**config.mk**
```make
export PLATFORM = sky130hd
export DESIGN_NAME = seq_shift_unit
export DESIGN_NICKNAME = d
export VERILOG_FILES = /design/src/rtl/shift_pkg.sv /design/src/rtl/shift_step.sv /design/src/rtl/seq_shift_unit.sv
export SDC_FILE = /design/constraint.sdc
export NUM_CORES = 1
export LEC_CHECK = 0
export CORE_ASPECT_RATIO = 0.8
export CORE_MARGIN = 1.5
export CORE_UTILIZATION = 45
export CTS_CLUSTER_DIAMETER = 200
export DETAILED_ROUTE_END_ITERATION = 7
export GPL_TIMING_DRIVEN = 1
export HOLD_SLACK_MARGIN = 0.06
export MAX_ROUTING_LAYER = met4
export PLACE_DENSITY = 0.78
export SLEW_MARGIN = 20
export SYNTH_ARGS = -nofsm -noshare
export SYNTH_HDL_FRONTEND = slang
export SYNTH_SLANG_ARGS = --single-unit
```
**constraint.sdc**
```tcl
create_clock -name clk -period 1.5 [get_ports clk]
set_clock_uncertainty 0.05 [all_clocks]
set_input_delay 0.15 -clock clk [delete_from_list [all_inputs] [get_ports clk]]
set_output_delay 0.15 -clock clk [all_outputs]
set_load 0.005 [all_outputs]
```
**src/rtl/shift_pkg.sv**
```systemverilog
// Shared opcode encodings and FSM state type for the sequential shift unit.
// Pure definitions, no logic; no latency or backpressure of its own.
package shift_pkg;

    localparam logic [2:0] OP_LSL = 3'b000;
    localparam logic [2:0] OP_LSR = 3'b001;
    localparam logic [2:0] OP_ASL = 3'b010;
    localparam logic [2:0] OP_ASR = 3'b011;
    localparam logic [2:0] OP_ROL = 3'b100;
    localparam logic [2:0] OP_ROR = 3'b101;

    typedef enum logic [1:0] {
        ST_IDLE  = 2'd0,
        ST_SHIFT = 2'd1,
        ST_DONE  = 2'd2
    } state_t;

    // 110 and 111 are the only encodings above ROR and both are illegal.
    function automatic logic op_legal(input logic [2:0] op);
        return (op <= OP_ROR);
    endfunction

endpackage

```
**src/rtl/shift_step.sv**
```systemverilog
// One-bit-position shift/rotate step; purely combinational, zero latency.
// Illegal opcodes pass the value through with out_bit=0.
module shift_step
    import shift_pkg::*;
#(
    parameter int WIDTH = 8
) (
    input  logic [WIDTH-1:0] value,
    input  logic [2:0]       opcode,
    output logic [WIDTH-1:0] next_value,
    output logic             out_bit
);

    always_comb begin
        next_value = value;
        out_bit    = 1'b0;
        case (opcode)
            OP_LSL, OP_ASL: begin
                next_value = {value[WIDTH-2:0], 1'b0};
                out_bit    = value[WIDTH-1];
            end
            OP_LSR: begin
                next_value = {1'b0, value[WIDTH-1:1]};
                out_bit    = value[0];
            end
            OP_ASR: begin
                next_value = {value[WIDTH-1], value[WIDTH-1:1]};
                out_bit    = value[0];
            end
            OP_ROL: begin
                next_value = {value[WIDTH-2:0], value[WIDTH-1]};
                out_bit    = value[WIDTH-1];
            end
            OP_ROR: begin
                next_value = {value[0], value[WIDTH-1:1]};
                out_bit    = value[0];
            end
            default: begin
                next_value = value;
                out_bit    = 1'b0;
            end
        endcase
    end

endmodule

```
**src/rtl/seq_shift_unit.sv**
```systemverilog
// Sequential shifter: one bit per cycle, done pulses amount cycles after acceptance (next cycle if amount=0).
// start is only sampled in IDLE; requests during SHIFT/DONE are dropped, not queued.
module seq_shift_unit
    import shift_pkg::*;
#(
    parameter  int WIDTH = 8,
    localparam int AW    = $clog2(WIDTH)
) (
    input  logic             clk,
    input  logic             rst_n,
    input  logic             start,
    input  logic [WIDTH-1:0] data_in,
    input  logic [2:0]       opcode,
    input  logic [AW-1:0]    amount,
    output logic             busy,
    output logic             done,
    output logic [WIDTH-1:0] data_out,
    output logic             carry,
    output logic             ovf,
    output logic             err
);

    state_t           state_q;
    logic [WIDTH-1:0] work_q;
    logic [2:0]       op_q;
    logic [AW-1:0]    cnt_q;
    logic             ovf_acc_q;
    logic             busy_q;
    logic             done_q;
    logic [WIDTH-1:0] dout_q;
    logic             carry_q;
    logic             ovf_q;
    logic             err_q;

    logic [WIDTH-1:0] step_val;
    logic             step_bit;
    logic             ovf_d;

    shift_step #(
        .WIDTH(WIDTH)
    ) u_step (
        .value      (work_q),
        .opcode     (op_q),
        .next_value (step_val),
        .out_bit    (step_bit)
    );

    // Sticky: any ASL step that flips the sign bit marks the whole operation.
    assign ovf_d = ovf_acc_q
                 | ((op_q == OP_ASL) && (step_val[WIDTH-1] != work_q[WIDTH-1]));

    always_ff @(posedge clk) begin
        if (!rst_n) begin
            state_q   <= ST_IDLE;
            work_q    <= '0;
            op_q      <= '0;
            cnt_q     <= '0;
            ovf_acc_q <= 1'b0;
            busy_q    <= 1'b0;
            done_q    <= 1'b0;
            dout_q    <= '0;
            carry_q   <= 1'b0;
            ovf_q     <= 1'b0;
            err_q     <= 1'b0;
        end else begin
            busy_q <= 1'b0;
            done_q <= 1'b0;
            case (state_q)
                ST_IDLE: begin
                    if (start) begin
                        work_q    <= data_in;
                        op_q      <= opcode;
                        cnt_q     <= amount;
                        ovf_acc_q <= 1'b0;
                        if (amount != '0) begin
                            state_q <= ST_SHIFT;
                            busy_q  <= 1'b1;
                        end else begin
                            state_q <= ST_DONE;
                            done_q  <= 1'b1;
                            dout_q  <= data_in;
                            carry_q <= 1'b0;
                            ovf_q   <= 1'b0;
                            err_q   <= !op_legal(opcode);
                        end
                    end
                end
                ST_SHIFT: begin
                    work_q    <= step_val;
                    cnt_q     <= cnt_q - 1'b1;
                    ovf_acc_q <= ovf_d;
                    if (cnt_q == AW'(1)) begin
                        state_q <= ST_DONE;
                        done_q  <= 1'b1;
                        dout_q  <= step_val;
                        carry_q <= step_bit;
                        ovf_q   <= ovf_d;
                        err_q   <= !op_legal(op_q);
                    end else begin
                        busy_q <= 1'b1;
                    end
                end
                ST_DONE: begin
                    state_q <= ST_IDLE;
                end
                default: begin
                    state_q <= ST_IDLE;
                end
            endcase
        end
    end

    assign busy     = busy_q;
    assign done     = done_q;
    assign data_out = dout_q;
    assign carry    = carry_q;
    assign ovf      = ovf_q;
    assign err      = err_q;

endmodule

```
## Yosys cells after proc, flatten, opt, wreduce, memory -nomap -nowiden

Cells that the tools add are included.

| storage, ports and cells | value |
|---|---|
| register bits | 30 |
| input port bits | 17 |
| output and inout port bits | 13 |
| logic and storage cells | 74 |

| operators by class | value |
|---|---|
| add/sub/neg operators | 1 |
| order comparisons | 2 |
| equal/unequal tests | 11 |
| muxes and demuxes | 34 |
| bitwise operators | 1 |
| reduce and logical (&&, ||, !) cells | 14 |

Operators with widths:

| kind | number |
|---|---|
| case mux 8 bit (5 select lines) | 1 |
| two-way mux 8 bit | 4 |
| case mux 8 bit (2 select lines) | 2 |
| two-way mux 1 bit | 14 |
| case mux 1 bit (2 select lines) | 7 |
| equality test 3 x 1 -> 1 bit, second input constant | 2 |
| equality test 3 x 2 -> 1 bit, second input constant | 2 |
| equality test 3 bit, second input constant | 2 |
| less-or-equal comparator 3 bit, second input constant | 2 |
| two-way mux 2 bit | 3 |
| != test 2 bit, second input constant | 3 |
| case mux 3 bit (2 select lines) | 1 |
| AND reduction 2 bit | 3 |
| OR reduction 3 bit | 2 |
| case mux 2 bit (2 select lines) | 1 |
| AND reduction 4 bit | 1 |
| logical NOT 3 bit | 1 |
| two-way mux 3 bit | 1 |
| nonzero test 3 bit | 1 |
| subtractor 3 x 1 -> 3 bit, second input constant | 1 |
| equality test 2 x 1 -> 1 bit, second input constant | 1 |
| logical NOT 1 bit | 2 |
| logical NOT 2 bit | 1 |
| nonzero test 2 bit | 1 |
| other kinds (4) | 4 |

## Longest topological paths before layout

Gate-level depths: netlist of run 1.

| depth | value |
|---|---|
| word-level depth | 8 |
| gate-level depth with buffers | 7 |
| depth with buffers taken out | 6 |

## Cells and area by module

From an unflattened synthesis of run 1, not the netlist that was laid out.

| second synthesis, totals | value |
|---|---|
| cell total of the unflattened synthesis | 165 |
| area, all modules | 1510.2 um2 |

Modules (own cells, without submodules):

| module | times used | cells each | area each (um2) | seq. area each (um2) |
|---|---|---|---|---|
| seq_shift_unit | 1 | 134 | 1300.0 | 600.6 |
| shift_step | 1 | 31 | 210.2 | 0.0 |

## Least setup slack after synthesis of run 1

OpenSTA, ideal clock, no wires.

| timing | value |
|---|---|
| path kind | register -> register |
| start | register cnt_q[1] |
| end | register err_q (netlist: err) |
| data arrival time | 1254 ps |
| path slack | 80 ps |
| stages on the path, launching flop included | 7 |
| buffers on the path | 1 |
| period minus slack after synthesis | 1420 ps |
| path through | dfxtp_1 > inv_1 > ha_1 > and4bb_2 > a21o_1 > buf_2 > o211a_1 |

| on the way | value |
|---|---|
| longest elaborated chain between the ends | 3 |

Ends and longest elaborated chain:

| element | line | RTL |
|---|---|---|
| from (decl) | seq_shift_unit.sv:26 | `logic [AW-1:0] cnt_q;` |
| from (signal assigned) | seq_shift_unit.sv:73 | `cnt_q <= amount;` |
| from (signal assigned) | seq_shift_unit.sv:90 | `cnt_q <= cnt_q - 1'b1;` |
| equality test 3 x 1 -> 1 bit | seq_shift_unit.sv:92 | `if (cnt_q == AW'(1)) begin` |
| != test 2 bit (no source line) | n/a |  |
| AND reduction 4 bit (no source line) | n/a |  |
| to (signal assigned) | seq_shift_unit.sv:84 | `err_q <= !op_legal(opcode);` |
| to (signal assigned) | seq_shift_unit.sv:98 | `err_q <= !op_legal(op_q);` |
| to (decl) | seq_shift_unit.sv:33 | `logic err_q;` |

Every way passes these cells.
A chain may end at the register's enable or synchronous reset.

## Worst setup path after layout of run 1

| timing | value |
|---|---|
| start | register cnt_q[1] |
| end | register carry_q (netlist: carry) |

| on the way | value |
|---|---|
| longest elaborated chain between the ends | 3 |

Ends and longest elaborated chain:

| element | line | RTL |
|---|---|---|
| equality test 3 x 1 -> 1 bit | seq_shift_unit.sv:92 |  |
| != test 2 bit (no source line) | n/a |  |
| AND reduction 4 bit (no source line) | n/a |  |
| to (signal assigned) | seq_shift_unit.sv:96 | `carry_q <= step_bit;` |
| to (decl) | seq_shift_unit.sv:31 | `logic carry_q;` |

Every way passes these cells.

==> results of run 1 <==
-- metrics by stage --
stage          area, sq um  setup TNS, ns  hold WS (ns)
2_1_floorplan         1460              0         0.229
3_3_place_gp          1880          -2.66         0.408
3_5_place_dp          1880          -3.78         0.411
4_1_cts               2000              0         0.416
5_1_grt               2030        -0.0336         0.432
6_report              2030              0         0.417
-- repair_timing --
item | CTS | global route
cloned | 1 | 0
hold buffers | 0 | 0
buffers inserted | 2 | 0
pin swaps | 1 | 3
resized for setup | 7 | 12
endpoints found under the setup margin | 12 | 18
-- state kept, by name, summed over array words and instances (netlist names), 2 cells and up --
register	cells
work_q	8
state_q	2
data_out	8
op_q	3
cnt_q	3
-- synth_stat cells (2+ instances only) --
library cell / number
sky130_fd_sc_hd__a21boi_0: 5
sky130_fd_sc_hd__a21oi_1: 5
sky130_fd_sc_hd__a2bb2oi_1: 2
sky130_fd_sc_hd__a31oi_1: 12
sky130_fd_sc_hd__and2_1: 4
sky130_fd_sc_hd__buf_2: 6
sky130_fd_sc_hd__clkbuf_1: 2
sky130_fd_sc_hd__dfxtp_1: 30
sky130_fd_sc_hd__ha_1: 2
sky130_fd_sc_hd__inv_1: 6
sky130_fd_sc_hd__mux2i_1: 6
sky130_fd_sc_hd__nand2_1: 31
sky130_fd_sc_hd__nand3_1: 3
sky130_fd_sc_hd__nor2b_1: 2
sky130_fd_sc_hd__o211ai_1: 9
sky130_fd_sc_hd__o21ai_0: 17
sky130_fd_sc_hd__o22ai_1: 5
-- logic make-up after synthesis --
group	synth area share
AND/OR/NAND/NOR	0.181
buffers and inverters	0.0676
multiplexers	0.0411
AO/OA/AOI/OAI	0.277
adder cells (fa/ha/maj)	0.0171
XOR/XNOR	0.00599
flip-flops	0.411
-- where the power goes --
part / switching, mW / internal (mW)
clock network: 0.267 / 0.353
logic: 0.235 / 0.270
registers: 0.0755 / 0.872
-- cell type report --
type | count | area [sq um]
Fill cell | 227 | 1060
Multi-Input combinational cell | 120 | 801
Sequential cell | 30 | 602
Timing Repair Buffer | 49 | 470
Clock buffer | 6 | 82.6
Tap cell | 40 | 50.0
Inverter | 6 | 22.5
-- final timing paths --
check | depth (start not counted) | from | to | slack, ns
worst max-delay path | 7 | cnt_q[1] | carry | 0.02
worst min-delay path | 3 | data_in[2] | work_q[2] | 0.42
worst max register to register | 7 | cnt_q[1] | carry | 0.02
worst min register to register | 2 | ovf_acc_q | ovf_acc_q | 0.42
-- critical path: cells and delay by family, from the launching register on --
kind,cells,cell delay [ns]
fa+ha+maj,1,0.14
compound gates,2,0.34
flops,1,0.32
simple gates,2,0.38
buf+inv,2,0.19
-- placed cells by master (no fill, tap or decap), types with 2 or more instances in the layout --
master | netlist | layout
sky130_fd_sc_hd__nand2_1 | 31 | 30
sky130_fd_sc_hd__dfxtp_1 | 30 | 29
sky130_fd_sc_hd__clkdlybuf4s50_1 | 0 | 29
sky130_fd_sc_hd__buf_4 | 1 | 15
sky130_fd_sc_hd__a31oi_1 | 12 | 12
sky130_fd_sc_hd__o21ai_0 | 17 | 10
sky130_fd_sc_hd__o211ai_1 | 9 | 9
sky130_fd_sc_hd__o21ai_1 | 0 | 7
sky130_fd_sc_hd__mux2i_1 | 6 | 6
sky130_fd_sc_hd__clkbuf_8 | 0 | 6
sky130_fd_sc_hd__inv_1 | 6 | 5
sky130_fd_sc_hd__a21oi_1 | 5 | 5
sky130_fd_sc_hd__a21boi_0 | 5 | 5
sky130_fd_sc_hd__and2_1 | 4 | 4
sky130_fd_sc_hd__o22ai_1 | 5 | 4
sky130_fd_sc_hd__nand3_1 | 3 | 3
sky130_fd_sc_hd__nor2b_1 | 2 | 2
sky130_fd_sc_hd__buf_6 | 1 | 2
sky130_fd_sc_hd__buf_12 | 1 | 2
-- routing by layer --
| metal | vias to the layer above | track usage | part of all wire |
|---|---|---|---|
| met3 | 4 | 0.0397 | 0.042 |
| met1 | 659 | 0.290 | 0.47 |
| met5 | - | - | 0 |
| met4 | 0 | 0.0918 | 0.013 |
| met2 | 39 | 0.363 | 0.47 |
| li1 | 697 | - | - |
==> results.txt, run 1 <==
The number of flip-flops and latches in the synthesized netlist is 30. Along the worst path, the maximum fanout reaches 4. The data required time of the critical path came out at 1.66 ns. The critical path in this run is classified as reg -> reg. The post-route clock period utilization came out at 0.989.

0 antenna diodes ended up in the layout. The slew of the pin with the lowest slew margin came out at 0.349 ns. The final layout net count is 231. The H-tree was split into 2 levels. The horizontal die dimension came out at 66.7 microns. The maximum buffer depth of the clock tree came out at 2.

After detailed routing, the total wire length is 3710 microns. Setup repair after global routing could not meet its margin everywhere. The DRC violation total after the first TritonRoute iteration is 124. For this run, the detailed router's first-pass iteration total came to 4.

The clock tree root driver cell is sky130_fd_sc_hd__clkbuf_8. The power density over the cells is 1020 nW/um^2. The largest net degree at the start of global routing is 32. At the end of the flow the core is filled with cells to 0.657. The fraction of layout instances using a drive strength above 1 came out at 0.190. The largest individual stage delay along the critical path comes from the cell sky130_fd_sc_hd__dfxtp_2. In this run the worst hold path is classified as in -> reg.

After global routing the overflow that remains totals 0. The worst-case IR drop observed on VDD is 0.657 mV. The detail-routed net length per standard cell came out at 14.8 microns. Port buffering added 29 buffers. The initial utilization of the core area, before any placement, comes to 0.474. For this design, the sink count on the clock tree is 30. From bottom edge to top edge, the die measures 54.0 microns. The flow ran to the end, and the final reports show no timing, DRC or antenna violations. The async set-or-reset flop fraction in the synthesized netlist came out at 0.

The signal on the critical path passes through inv_2 -> ha_4 -> and4bb_2 -> a21o_4 -> buf_4 -> o22ai_2 -> and2_1. In the synthesized netlist the dominant register cell turns out to be sky130_fd_sc_hd__dfxtp_1. The launching element type of the critical path is a flip-flop. The HPWL after detailed placement is 2480 microns. The count of pins on the block boundary came out at 30. For this design the static power due to leakage is 0.810 nW.

The combined global-route utilization of all metal layers came out at 0.228. The biggest area contributor in the post-synthesis netlist is sky130_fd_sc_hd__dfxtp_1. The post-placement setup slack came out at -0.246 ns. The highest cell delay on the worst timing path is 0.32 ns. The core outline area came out at 3090 sq um. The top-area cell type share of the netlist area came out at 0.411.

The total vias in the final route came out at 1399. The sort of element at the end of the critical path is a flip-flop. The completed layout was analyzed and its total power is 2.07 mW. The TritonCTS buffer count is 5.

The later-pin clock latency in the skew report came out at 0.27 ns. The highest achievable clock rate is 0.674 GHz. The part of the Yosys area used for sequential elements came out at 0.411. The number of antenna-violating nets in the routed design is 0. The floorplan has 18 rows. Max-cap violations in this run came to 0. Counting every instance in the synthesized netlist gives 167. The vias per cell came out at 5.57. The placer congestion estimate is 0.854. The number of nets in the synthesized netlist came out at 186. The number of remaining DRC errors came out at 0. For this run, the number of Yosys warnings is 0.

After detailed placement, the design holds a cell count of 242. The layout-stage area growth over the synthesis result is 38.8%. The area of the die is 3600 sq um.

For the finished layout, the period the worst path requires is 1.48 ns. The number of endpoints with negative hold slack in the final report is 0. The number of pins with negative max-slew slack in the final report is 0. The number of antenna violations at the first check in global routing is 0. The average instance area after synthesis came out at 8.75 sq um.

After clock tree synthesis, the clock-pin slew on the worst setup and hold paths is 0.06 ns. The via count of the first global-routing pass was 1303. The cell area after technology mapping is 1460 sq um. For the worst setup path, the data arrival time is 1.65 ns. The max-slew headroom at the worst pin is 0.765. The final-report setup violation count came out at 0. The non-filler instance count after layout is 251. The TritonCTS clock tree is yes.

The final worst setup slack came out at 0.0170 ns. The number of unique standard cell types used by synthesis came out at 37. The number of enable-type register cells in the synthesized netlist is 0. Yosys attributes the largest share of cell area to sky130_fd_sc_hd__dfxtp_1, sky130_fd_sc_hd__nand2_1, sky130_fd_sc_hd__o21ai_0.

The first global-routing pass estimated 5950 microns of wire.
No activity file was read; power rests on OpenSTA's default activity.
==> run 2, diff against run 1 <==
--- a/config.mk
+++ b/config.mk
@@ -5,10 +5,11 @@
 export SDC_FILE = /design/constraint.sdc
 export NUM_CORES = 1
 export LEC_CHECK = 0
+export ABC_CLOCK_PERIOD_IN_PS = 1500
 export CORE_ASPECT_RATIO = 0.8
 export CORE_MARGIN = 1.5
 export CORE_UTILIZATION = 45
-export CTS_CLUSTER_DIAMETER = 200
+export CTS_BUF_LIST = sky130_fd_sc_hd__clkbuf_16
 export DETAILED_ROUTE_END_ITERATION = 7
 export GPL_TIMING_DRIVEN = 1
 export HOLD_SLACK_MARGIN = 0.06
==> results.txt, run 2 (same netlist as run 1, synthesis figures left out) <==
The run finished with clean final reports. The post-route clock period utilization was 0.978 (-0.0105). The worst setup path is captured at a flip-flop.

The final HPWL from detailed placement was 2480 microns (unchanged). The final layout net count came out at 231 (unchanged). The wire length of the first global-routing pass came out at 6360 microns (+7.0%).

The number of antenna-violating nets in the routed design is 0 (unchanged). The total leakage power came out at 0.830 nW (+2.5%). The total power consumption of the routed design is 2.36 mW (+14%).

The clock slew at the register clock pins of the worst setup and hold paths came out at 0.05 ns (about the same). The combined global-route utilization of all metal layers was 0.248 (+0.0196). The largest driver fanout on the critical path is 4 (unchanged). The path type of the worst min-delay path is in -> reg. The wire length after detailed routing is 3980 microns (+7.2%). The internal power consumption came out at 1.73 mW (+16%). The initial cell density of the core was 0.474 (unchanged). The count of cells along the worst register-to-register path came to 7 (unchanged).

The area of the die came out at 3600 sq um (unchanged). The highest cell delay on the worst timing path is 0.32 ns (about the same). The worst vdd rail ir drop came out at 0.874 mV (+33%). The switching share of power is 0.266 (-0.0124).

The CTS sink count is 30 (unchanged). The detail-routed net length per standard cell came to 15.9 microns (+7.2%). The number of endpoints with negative hold slack in the final report is 0 (unchanged). The final cell utilization of the core came to 0.673 (+0.0154).

The number of remaining DRC errors came out at 0 (unchanged). The classification of the worst setup path is reg -> reg. The final non-filler cell area is 2080 sq um (+2.3%).

The later-pin clock latency in the skew report came out at 0.27 ns (about the same). The antenna diode count is 0 (unchanged). The non-filler instance count after layout came to 251 (unchanged). The TritonCTS buffer count came out at 5 (unchanged). The core outline area came to 3090 sq um (unchanged). The power density over the cells came out at 1140 nW/um^2 (+11%). The total vias in the final route is 1451 (+3.7%). The total instance count after detailed placement came out at 242 (unchanged). The number of antenna violations at the first check in global routing is 0 (unchanged). The horizontal die dimension is 66.7 microns (unchanged). Traced cell by cell, the critical path runs through inv_2 -> ha_4 -> and4bb_2 -> a21o_4 -> buf_4 -> o22ai_2 -> and2_1. The most common library cell in the layout ignoring fill and taps is sky130_fd_sc_hd__nand2_1. The combinational group share of total power came out at 0.217 (-0.026). The via count of the first global-routing pass came out at 1347 (+3.4%). The highest-delay cell along the critical path is sky130_fd_sc_hd__dfxtp_2. The highest achievable clock rate came out at 0.682 GHz (+1.1%).

The vertical die dimension is 54.0 microns (unchanged). The power share of the sequential group came out at 0.404 (-0.054). The total overflow reported by the global router is 0 (unchanged). The worst setup path is launched from a flip-flop. The time the worst path needs with I/O delays and setup came out at 1.47 ns (-0.0158 ns). The DRC violation total after the first TritonRoute iteration came out at 100 (-19%).

The vias per cell came out at 5.78 (+3.7%). The number of max-cap violations is 0 (unchanged). The max-slew headroom at the worst pin is 0.755 (-0.0102). The fill cell instance count of the final layout came out at 219 (-3.5%). The number of iterations in the first detailed-routing pass came out at 4 (unchanged). The tree is rooted in a sky130_fd_sc_hd__clkbuf_16. The data required time of the critical path is 1.66 ns (about the same). The fraction of layout instances using a drive strength above 1 is 0.190 (unchanged). The hold-critical path depth came to 3 (unchanged). The number of levels in the clock H-tree is 2 (unchanged).

The maximum buffer depth of the clock tree is 2 (unchanged). The placer congestion estimate came out at 0.854 (unchanged). The layout-stage area growth over the synthesis result came out at 42.0%. The quantity of I/O buffers inserted on ports is 29 (unchanged).

The arrival time reported for the critical path endpoint came to 1.63 ns (-0.02 ns). The slew of the pin with the lowest slew margin is 0.365 ns (+0.0152 ns). Leaving out fill and tap cells, the most frequent cells in the layout are sky130_fd_sc_hd__nand2_1, sky130_fd_sc_hd__clkdlybuf4s50_1, sky130_fd_sc_hd__dfxtp_1. The largest net degree at the start of global routing is 32 (unchanged). The area of placed instances came out at 1880 sq um (unchanged). The clock power share is 0.379 (+0.080). The floorplan row count is 18 (unchanged). The final-report setup violation count came to 0 (unchanged). The total net switching power came out at 628 uW (+8.8%). The number of pins with negative max-slew slack in the final report is 0 (unchanged). The count of pins on the block boundary is 30 (unchanged). TritonCTS built the clock tree.
==> run 2: timing repair <==
item | 4_1_cts | 5_1_grt
resized for setup | 7 | 12
buffers inserted | 2 | 0
setup endpoints to repair | 12 | 18
hold buffers | 0 | 0
gates cloned | 1 | 0
pin swaps | 1 | 2
==> run 2: through the flow <==
step	setup WS [ns]	setup TNS, ns	hold WS [ns]
floorplan	0.0799	0	0.229
global placement	-0.162	-2.66	0.408
detailed placement	-0.246	-3.78	0.411
CTS	0.0114	0	0.419
global route	-0.000483	-0.000483	0.442
finish	0.0328	0	0.417
==> run 2: power by group through the flow <==
stage / clock network [mW] / logic [mW] / registers (mW)
finish: 0.894 / 0.512 / 0.953
global route: 0.942 / 0.558 / 0.962
CTS: 0.894 / 0.486 / 0.945
detailed placement: 0 / 0.466 / 0.956
global placement: 0 / 0.449 / 0.951
floorplan: 0 / 0.290 / 0.942
==> run 2: path summary, 6_finish.rpt <==
| path | startpoint | end | slack, ns |
|---|---|---|---|
| worst max-delay path | cnt_q[1] | carry | 0.03 |
| worst min-delay path | opcode[0] | op_q[0] | 0.42 |
| worst max register to register | cnt_q[1] | carry | 0.03 |
| worst min register to register | ovf_acc_q | ovf_acc_q | 0.42 |
==> run 2: critical path: cells and delay by family (launching register included) <==
family | cells | cell delay (ns)
buffers and inverters | 2 | 0.19
AND/OR/NAND/NOR | 2 | 0.38
AO/OA/AOI/OAI | 2 | 0.33
adder cells (fa/ha/maj) | 1 | 0.15
flip-flops | 1 | 0.32
==> run 2: layer usage <==
metal | vias up | GRT usage | share of wire
met2 | 67 | 0.398 | 0.47
met4 | 0 | 0.0884 | 0.034
met1 | 674 | 0.306 | 0.43
met3 | 15 | 0.0607 | 0.072
li1 | 695 | - | -
met5 | - | - | 0
==> run 2: layout make-up <==
class | instances | area (sq um) | share of cell area
Clock buffer | 5 | 125 | 0.0603
Clock inverter | 1 | 3.75 | 0.00181
Inverter | 6 | 22.5 | 0.0108
Multi-Input combinational cell | 120 | 801 | 0.386
Sequential cell | 30 | 603 | 0.291
Tap cell | 40 | 50.0 | 0.0241
Timing Repair Buffer | 49 | 470 | 0.227
